`src/rtl/csr_pkg.sv`:
```
// Shared constants and types for the machine-mode CSR block: address map,
// CSR instruction encodings, trap FSM states and the CSR write rule.
package csr_pkg;

  // CSR address map
  localparam logic [11:0] CSR_MIE      = 12'h304;
  localparam logic [11:0] CSR_MTVEC    = 12'h305;
  localparam logic [11:0] CSR_MSCRATCH = 12'h340;
  localparam logic [11:0] CSR_MEPC     = 12'h341;
  localparam logic [11:0] CSR_MCAUSE   = 12'h342;

  // CSR instruction encodings; all other codes behave as no access
  typedef enum logic [2:0] {
    CSR_OP_NONE = 3'b000,
    CSR_OP_RW   = 3'b001,
    CSR_OP_RS   = 3'b010,
    CSR_OP_RC   = 3'b011
  } csr_op_e;

  // Trap sequencing states
  typedef enum logic {
    ST_RUN  = 1'b0,
    ST_TRAP = 1'b1
  } trap_state_e;

  // Interrupt flag position inside mcause
  localparam int MCAUSE_INT = 31;

  // mtvec and mepc keep their two low bits at zero (direct mode, no C extension)
  localparam logic [31:0] ALIGN_MASK = 32'hFFFF_FFFC;

  // True for the three opcodes that access a CSR
  function automatic logic csr_op_valid(input logic [2:0] op);
    return (op == CSR_OP_RW) || (op == CSR_OP_RS) || (op == CSR_OP_RC);
  endfunction

  // New CSR value for a given access type applied to the old value
  function automatic logic [31:0] csr_apply(input logic [2:0]  op,
                                            input logic [31:0] old_val,
                                            input logic [31:0] wd);
    logic [31:0] res;
    case (op)
      CSR_OP_RW: res = wd;
      CSR_OP_RS: res = old_val | wd;
      CSR_OP_RC: res = old_val & ~wd;
      default:   res = old_val;
    endcase
    return res;
  endfunction

endpackage

```
`src/rtl/csr_trap_fsm.sv`:
```
// RUN/TRAP sequencer: latches a pending interrupt, decides when the trap is
// taken and when an mret is honoured, and supplies the cause to record.
module csr_trap_fsm
  import csr_pkg::*;
(
  input  logic       clk,
  input  logic       reset,
  input  logic       stall_i,
  input  logic       int_i,
  input  logic [4:0] cause_i,
  input  logic       mret_i,
  output logic       take_o,
  output logic       int_rst_o,
  output logic [4:0] cause_o
);

  trap_state_e state_q, state_d;
  logic        pend_q,  pend_d;
  logic [4:0]  cause_q, cause_d;
  logic        in_run;

  assign in_run = (state_q == ST_RUN);

  // Trap fires with zero latency from an unstalled interrupt; interrupts are
  // ignored entirely while a trap is being serviced.
  assign take_o    = in_run & (pend_q | int_i) & ~stall_i;
  assign int_rst_o = mret_i & ~stall_i & ~take_o;
  // A live interrupt wins over the latched one when both are present.
  assign cause_o   = int_i ? cause_i : cause_q;

  // Next-state logic for the state, pending flag and captured cause
  always_comb begin
    // NOTE: every output of this block is given a default first so no path
    // leaves it unassigned, which would otherwise infer a latch.
    state_d = state_q;
    pend_d  = pend_q;
    cause_d = cause_q;
    if (take_o) begin
      state_d = ST_TRAP;
      pend_d  = 1'b0;
    end else if (in_run && int_i) begin
      // Only reachable under stall: hold the request until it can be taken.
      pend_d  = 1'b1;
      cause_d = cause_i;
    end else if (!in_run && mret_i && !stall_i) begin
      state_d = ST_RUN;
    end
  end

  // State registers; reset drops any pending interrupt and returns to RUN
  always_ff @(posedge clk or negedge reset) begin
    if (!reset) begin
      state_q <= ST_RUN;
      pend_q  <= 1'b0;
      cause_q <= '0;
    end else begin
      // NOTE: sequential state uses non-blocking assignments so every
      // register samples pre-edge values regardless of statement order.
      state_q <= state_d;
      pend_q  <= pend_d;
      cause_q <= cause_d;
    end
  end

endmodule

```
`src/rtl/csr_controller.sv`:
```
// Machine-mode CSR block: mie/mtvec/mscratch/mepc/mcause register file,
// CSRRW/CSRRS/CSRRC execution and trap entry / mret redirect.
module csr_controller
  import csr_pkg::*;
#(
  parameter logic [31:0] RESET_MTVEC = 32'h0000_0000
) (
  input  logic        clk,
  input  logic        reset,
  input  logic [2:0]  csr_op_i,
  input  logic [11:0] csr_addr_i,
  input  logic [31:0] csr_wd_i,
  input  logic [31:0] csr_pc_i,
  input  logic        csr_stall_i,
  input  logic        csr_mret_i,
  input  logic        csr_int_i,
  input  logic [31:0] csr_mcause_i,
  output logic [31:0] csr_rd_o,
  output logic        csr_illegal_o,
  output logic [31:0] csr_mie_o,
  output logic [31:0] csr_mtvec_o,
  output logic [31:0] csr_mepc_o,
  output logic        csr_trap_o,
  output logic        csr_int_rst_o
);

  localparam logic [31:0] MTVEC_RST = RESET_MTVEC & ALIGN_MASK;

  logic [31:0] mie_q, mtvec_q, mscratch_q, mepc_q, mcause_q;
  logic [31:0] old_val, wr_val, trap_cause;
  logic        addr_hit, op_valid, wr_en, take;
  logic [4:0]  cause5;

  // Only the interrupt id bits of the cause input carry information.
  logic unused_mcause;
  assign unused_mcause = ^csr_mcause_i[31:5];

  csr_trap_fsm u_trap_fsm (
    .clk       (clk),
    .reset     (reset),
    .stall_i   (csr_stall_i),
    .int_i     (csr_int_i),
    .cause_i   (csr_mcause_i[4:0]),
    .mret_i    (csr_mret_i),
    .take_o    (take),
    .int_rst_o (csr_int_rst_o),
    .cause_o   (cause5)
  );

  // Address decode and old-value read mux
  always_comb begin
    addr_hit = 1'b1;
    old_val  = '0;
    case (csr_addr_i)
      CSR_MIE:      old_val = mie_q;
      CSR_MTVEC:    old_val = mtvec_q;
      CSR_MSCRATCH: old_val = mscratch_q;
      CSR_MEPC:     old_val = mepc_q;
      CSR_MCAUSE:   old_val = mcause_q;
      default:      addr_hit = 1'b0;
    endcase
  end

  // mcause value recorded on trap entry: interrupt flag plus 5-bit id
  always_comb begin
    trap_cause             = '0;
    trap_cause[MCAUSE_INT] = 1'b1;
    trap_cause[4:0]        = cause5;
  end

  assign op_valid = csr_op_valid(csr_op_i);
  // A trap in the same cycle squashes the instruction so it re-executes.
  assign wr_en    = op_valid & addr_hit & ~csr_stall_i & ~take;
  assign wr_val   = csr_apply(csr_op_i, old_val, csr_wd_i);

  assign csr_rd_o      = (op_valid && addr_hit) ? old_val : 32'h0;
  assign csr_illegal_o = op_valid & ~addr_hit;
  assign csr_trap_o    = take;
  assign csr_mie_o     = mie_q;
  assign csr_mtvec_o   = mtvec_q;
  assign csr_mepc_o    = mepc_q;

  // CSR register file: trap entry has priority over software writes
  always_ff @(posedge clk or negedge reset) begin
    if (!reset) begin
      mie_q      <= '0;
      mtvec_q    <= MTVEC_RST;
      mscratch_q <= '0;
      mepc_q     <= '0;
      mcause_q   <= '0;
    end else if (take) begin
      mepc_q   <= csr_pc_i & ALIGN_MASK;
      mcause_q <= trap_cause;
    end else if (wr_en) begin
      case (csr_addr_i)
        CSR_MIE:      mie_q      <= wr_val;
        CSR_MTVEC:    mtvec_q    <= wr_val & ALIGN_MASK;
        CSR_MSCRATCH: mscratch_q <= wr_val;
        CSR_MEPC:     mepc_q     <= wr_val & ALIGN_MASK;
        CSR_MCAUSE:   mcause_q   <= wr_val;
        default:      ;
      endcase
    end
  end

endmodule

```
`config.mk`:
```
export PLATFORM = sky130hd
export DESIGN_NAME = csr_controller
export DESIGN_NICKNAME = d
export VERILOG_FILES = /design/src/rtl/csr_pkg.sv /design/src/rtl/csr_trap_fsm.sv /design/src/rtl/csr_controller.sv
export SDC_FILE = /design/constraint.sdc
export NUM_CORES = 1
export LEC_CHECK = 0
export CORE_UTILIZATION = 38
export CTS_CLUSTER_SIZE = 10
export DETAILED_ROUTE_END_ITERATION = 16
export HOLD_SLACK_MARGIN = 0.08
export PLACE_DENSITY_LB_ADDON = 0.08
export SKIP_LAST_GASP = 1
export SYNTH_ARGS = -nofsm -noshare
export SYNTH_HDL_FRONTEND = slang
export SYNTH_SLANG_ARGS = --single-unit
```
`constraint.sdc`:
```
create_clock -name clk -period 4.3 [get_ports clk]
set_clock_uncertainty 0.15 [all_clocks]
set_input_delay 1.29 -clock clk [delete_from_list [all_inputs] [get_ports clk]]
set_output_delay 1.29 -clock clk [all_outputs]
set_load 0.02 [all_outputs]
```
# == Word-level counts from Yosys, hierarchy flattened ==
# Cells that the tools add are included.
# classes
n_eq_ne,9
muxes,16
bitwise,16
n_reduce_logical,20
# op_table
operator,count
$mux W32,7
$pmux W32 S5,1
$pmux W32 S3,1
$eq A12 B10 Y1 const B,5
$and A32 B32 Y32,1
$not A32 Y32,1
$or A32 B32 Y32,1
$reduce_bool A2 Y1,5
$reduce_and A3 Y1,3
$and A1 B1 Y1,8
$reduce_and A2 Y1,4
$eq A3 B2 Y1 const B,2
$mux W1,6
$mux W5,1
$reduce_or A5 Y1,1
$logic_and A1 B1 Y1,4
$not A1 Y1,4
$eq A3 B1 Y1 const B,1
$logic_or A1 B1 Y1,2
$ne A2 B1 Y1 const B,1
$logic_not A1 Y1,1
$or A1 B1 Y1,1
# totals
regBits,165
in_bits,116
out_inout_bits,131
wordCells,69

# == Longest topological paths before layout ==
# depth
depth_word,8
depth_mapped,10
depth_no_buf,7

# == By module ==
# A second synthesis with hierarchy kept.
# hier_totals
hier_cells,933
area_unflattened_um2,8628.3
# by_module_without_submodules
mod,n_inst,cells_per_inst,area_per_inst_um2,seq_area_each_um2
csr_controller,1,905,8239.2,3903.7
csr_trap_fsm,1,28,389.1,175.2

# == Worst setup path before layout ==
# No wires, ideal clock.
# synth_timing
path_kind,input to output
from,input csr_addr_i[5]
to,output csr_rd_o[18]
t_arrival_ns,2.975
required_time_ns,2.860
path_slack_ns,-0.115
stages,7
n_path_buf,2
path_cell_list,or4_1 buf_4 nor4_4 buf_4 a22oi_1 o21a_1 nor2_1
# synth_via
elab_chain_cells,5
elab_cells_between_ends,10
cone_classes,eq/ne (5); mux (3); reduce/logical (2)
# synth_rtl
element,line_no,text
start: declaration,csr_controller.sv:11,"input logic [11:0] csr_addr_i,"
$eq A12 B10 Y1,csr_controller.sv:54,case (csr_addr_i)
$reduce_or A5 Y1 (no line),-,
$mux W1,csr_controller.sv:54,
$logic_and A1 B1 Y1,csr_controller.sv:76,assign csr_rd_o = (op_valid && addr_hit) ? old_val : 32'h0;
$mux W32 (*),csr_controller.sv:76,
end: declaration,csr_controller.sv:18,"output logic [31:0] csr_rd_o,"
# Every way passes the cells marked *; elsewhere a longest branch is shown, timed or not.

# == Worst setup path in the final report ==
# layout_timing
from,input csr_addr_i[9]
to,output csr_rd_o[22]
# The elaborated chain is that of the path after synthesis.

==> impl_metrics.py <==
metrics = {
    "worst_setup_path": {
        "startpoint": "csr_addr_i[9]",
        "criticalPathCategory": "primary input to primary output",
        "r2r_slack_ps": 1910,
        "rr_startpoint": "u_trap_fsm.pend_q$_DFFE_PN0P_",
        "cp_data_required_time_ps": 2860,
        "worst_setup_path_start_kind": "primary input",
        "worst_ep_arrival_time_ps": 3010,
        "end_kind": "primary output",
        "cp_max_fo": 4,
    },
    "synth": {
        "synthCells": 890,
        "seq_area_frac_synth": 0.484,
        "synth_edf_count": 0,
        "syn_area_sq_um": 8430,
        "synth.largest_area_cell": "dfrtp_1",
        "synth_area_leaders": "dfrtp_1 (48%), nand2_1 (7.4%), o21ai_0 (4.6%)",
        "synth_flop_cell": "dfrtp_1",
        "synth_top_area_share": 0.484,
        "synthDistinctLibCells": 65,
        "ys_seq_elements": 163,
        "syn_avg_cell_area_sq_um": 9.47,
        "async_reset_ff_frac": 1.00,
        "yosysWarnings": 0,
    },
    "sta": {
        "worst_pin_slew_ps": 670,
        "final_hold_viol_count": 0,
        "fmax_ghz": 0.225,
        "fin_crit_sh": 1.03,
        "fin_setup_tns_ps": -3100,
        "layout_setup_ws_ps": -149,
        "maxSlewHeadroom": 0.549,
        "period_minus_slack_ps": 4450,
        "rsz0062_at_grt": "true",
        "maxSlewViolCount": 0,
        "setup_violations": 32,
    },
    "detailed_routing": {
        "ant_nets": 0,
        "drt-pass1-iter-count": 5,
        "vias": 8577,
        "dr_wl_met2_um": 15500,
        "highest_layer": "met4",
        "drc": 0,
        "wl_met1_um": 15700,
        "via_per_inst": 5.70,
        "wl_met3_um": 2100,
        "wl_per_cell_um": 22.6,
        "dr.first_iter.drc_count": 558,
        "drt_wl_total_um": 34100,
    },
    "clock_tree": {
        "numClockSinks": 163,
        "cts_tree": "built",
        "htree_levels": 4,
        "clk_pin_slew_ps": 70,
        "clock-root-buffer": "clkbuf_16",
        "hold_buffers": 0,
        "cts_buffers": 17,
        "clock_latency_ps": 430,
        "clockBufferDepth": 2,
    },
    "floorplan": {
        "die_area_sq_um": 22800,
        "initial_core_util": 0.387,
        "die_h_um": 151,
        "io_pins": 247,
        "dieWidth_um": 151,
        "rows": 54,
        "core_sq_um": 21800,
    },
    "min_path": {
        "holdCritStartpoint": "mscratch_q[10]$_DFFE_PN0P_",
        "hp-class": "flop to flop",
    },
    "grt": {
        "grt_pass1_wl_um": 50100,
        "grt.overflow.total": 0,
        "first_global_vias": 8168,
        "grt_max_degree": 109,
        "grt_antenna_before_repair": 0,
        "grt_util_all_layers": 0.302,
    },
    "place": {
        "gp_congestion": 0.885,
        "post-place-ws_ps": -1110,
        "port_buffers": 213,
        "hpwlAfterDp_um": 23700,
    },
    "final_layout": {
        "fin_util": 0.612,
        "diodes": 0,
        "syn_to_final_growth_pct": 57.9,
        "drive_gt1_frac": 0.304,
        "nets": 1330,
    },
    "pwr": {
        "max-vdd-ir-drop_mv": 0.276,
        "p_per_area_nw_per_um2": 355,
        "p_leak_nw": 5.46,
    },
    "run_status": {
        "violations": "negative setup slack",
        "outcome": "complete, but fails checks",
    },
    "flow_run": {
        "drv_cap": 0,
    },
}
-- critical path, cell delays in order --
cell	delay [ps]
dlygate4sd2_1	250
nor4bb_4	160
buf_4	160
buf_4	150
and4_4	170
buf_4	150
a221o_1	320
and2_2	200
buf_4	150
-- registers in the layout, indices dropped and copies added, names as in the netlist --
signal              cells
u_trap_fsm.state_q      1
csr_mtvec_o            30
csr_mie_o              32
u_trap_fsm.pend_q       1
mcause_q               32
csr_mepc_o             30
u_trap_fsm.cause_q      5
mscratch_q             32
-- routing by layer --
metal	GRT usage	vias up
li1	-	3911
met5	0	-
met3	0.0425	54
met4	0.115	0
met1	0.434	4264
met2	0.461	348
-- repair_timing --
action | 4_1_cts | 5_1_grt
gates resized for setup | 335 | 50
cloned | 3 | 1
setup endpoints to repair | 33 | 33
pin swaps | 31 | 23
endpoints found under the hold margin | 0 | 0
buffers inserted | 13 | 4
-- worst paths after layout --
path                                            endpoint  cells after the start
max                                         csr_rd_o[22]                      9
min reg2reg                   mscratch_q[10]$_DFFE_PN0P_                      2
min in group asynchronous  u_trap_fsm.pend_q$_DFFE_PN0P_                      1
max reg2reg                    mscratch_q[1]$_DFFE_PN0P_                      8
max in group asynchronous     mscratch_q[19]$_DFFE_PN0P_                      2
min                           mscratch_q[10]$_DFFE_PN0P_                      2
-- stage by stage --
step / instances / hold WS [ps] / total power, mW / instance area (sq um)
after global placement: 1457 / 307 / 3.18 / 11900
final: 1506 / 331 / 4.73 / 13300
after global routing: 1506 / 349 / 4.92 / 13300
after detailed placement: 1457 / 316 / 3.19 / 11900
after floorplan: 893 / 291 / 2.50 / 8460
after CTS: 1503 / 333 / 4.74 / 13100
-- power breakdown --
group | internal (mW) | switching (mW)
sequential | 1.72 | 0.201
combinational | 0.607 | 0.664
clock | 0.862 | 0.672
total | 3.19 | 1.54
-- cells by family (layout without fill, tap and decap cells) --
| group | count (synthesis) | count (layout) | share of synthesized area |
|---|---|---|---|
| AND/OR/NAND/NOR | 289 | 289 | 0.159 |
| multiplexers | 41 | 41 | 0.0512 |
| buffers and inverters | 73 | 406 | 0.0405 |
| AO/OA/AOI/OAI | 317 | 317 | 0.259 |
| XOR/XNOR | 6 | 6 | 0.00624 |
| other | 1 | 4 | 0.000445 |
| flip-flops | 163 | 163 | 0.484 |
-- layout by cell type, fill, tap and decap left out, types with 6 or more instances in the layout --
cell	synthesis	final
nand2_1	166	163
mux2_2	14	14
o21ai_1	57	58
a22oi_1	38	30
buf_6	3	55
nor2_1	50	26
a2bb2oi_1	12	12
nor2_2	2	8
a32oi_1	14	11
a22oi_2	18	26
nand3_2	1	6
clkbuf_16	0	17
and2_4	0	7
o21ai_0	78	77
mux2i_1	24	24
dfrtp_1	163	163
nor3_1	9	6
nor2_4	0	18
a21oi_1	22	11
clkdlybuf4s50_1	0	167
a21oi_2	0	8
buf_12	0	15
buf_4	6	118
a22o_1	19	19
o31ai_1	11	11
-- Yosys cell counts, drive strengths merged, types with 2 or more instances --
library cell	instances
a32oi	14
o21a	5
o221ai	4
buf	29
and3	5
inv	5
dfrtp	163
xnor2	2
and2	15
mux2	17
nor3b	2
a22oi	56
mux2i	24
xor2	4
a2bb2oi	12
nand3	9
o31ai	11
a21oi	22
o2bb2ai	3
a211oi	3
o21ai	136
nand2b	6
o22a	2
a22o	19
a221o	5
o32ai	2
clkbuf	39
a32o	3
nand3b	3
nor2	52
nor3	11
a31oi	4
a21o	3
nor2b	8
nor4	3
a2111oi	2
nand2	167
o22ai	8
-- area by class of cell --
| type | instances | area, sq um |
|---|---|---|
| flip-flops and latches | 163 | 4080 |
| inverters | 5 | 18.8 |
| fillers | 1864 | 8450 |
| repair buffers | 370 | 3630 |
| clock buffers | 18 | 429 |
| well taps | 280 | 350 |
| multi-input cells | 657 | 4650 |
| clock inverters | 13 | 149 |
Note: power is estimated with default switching activity, not from simulation.
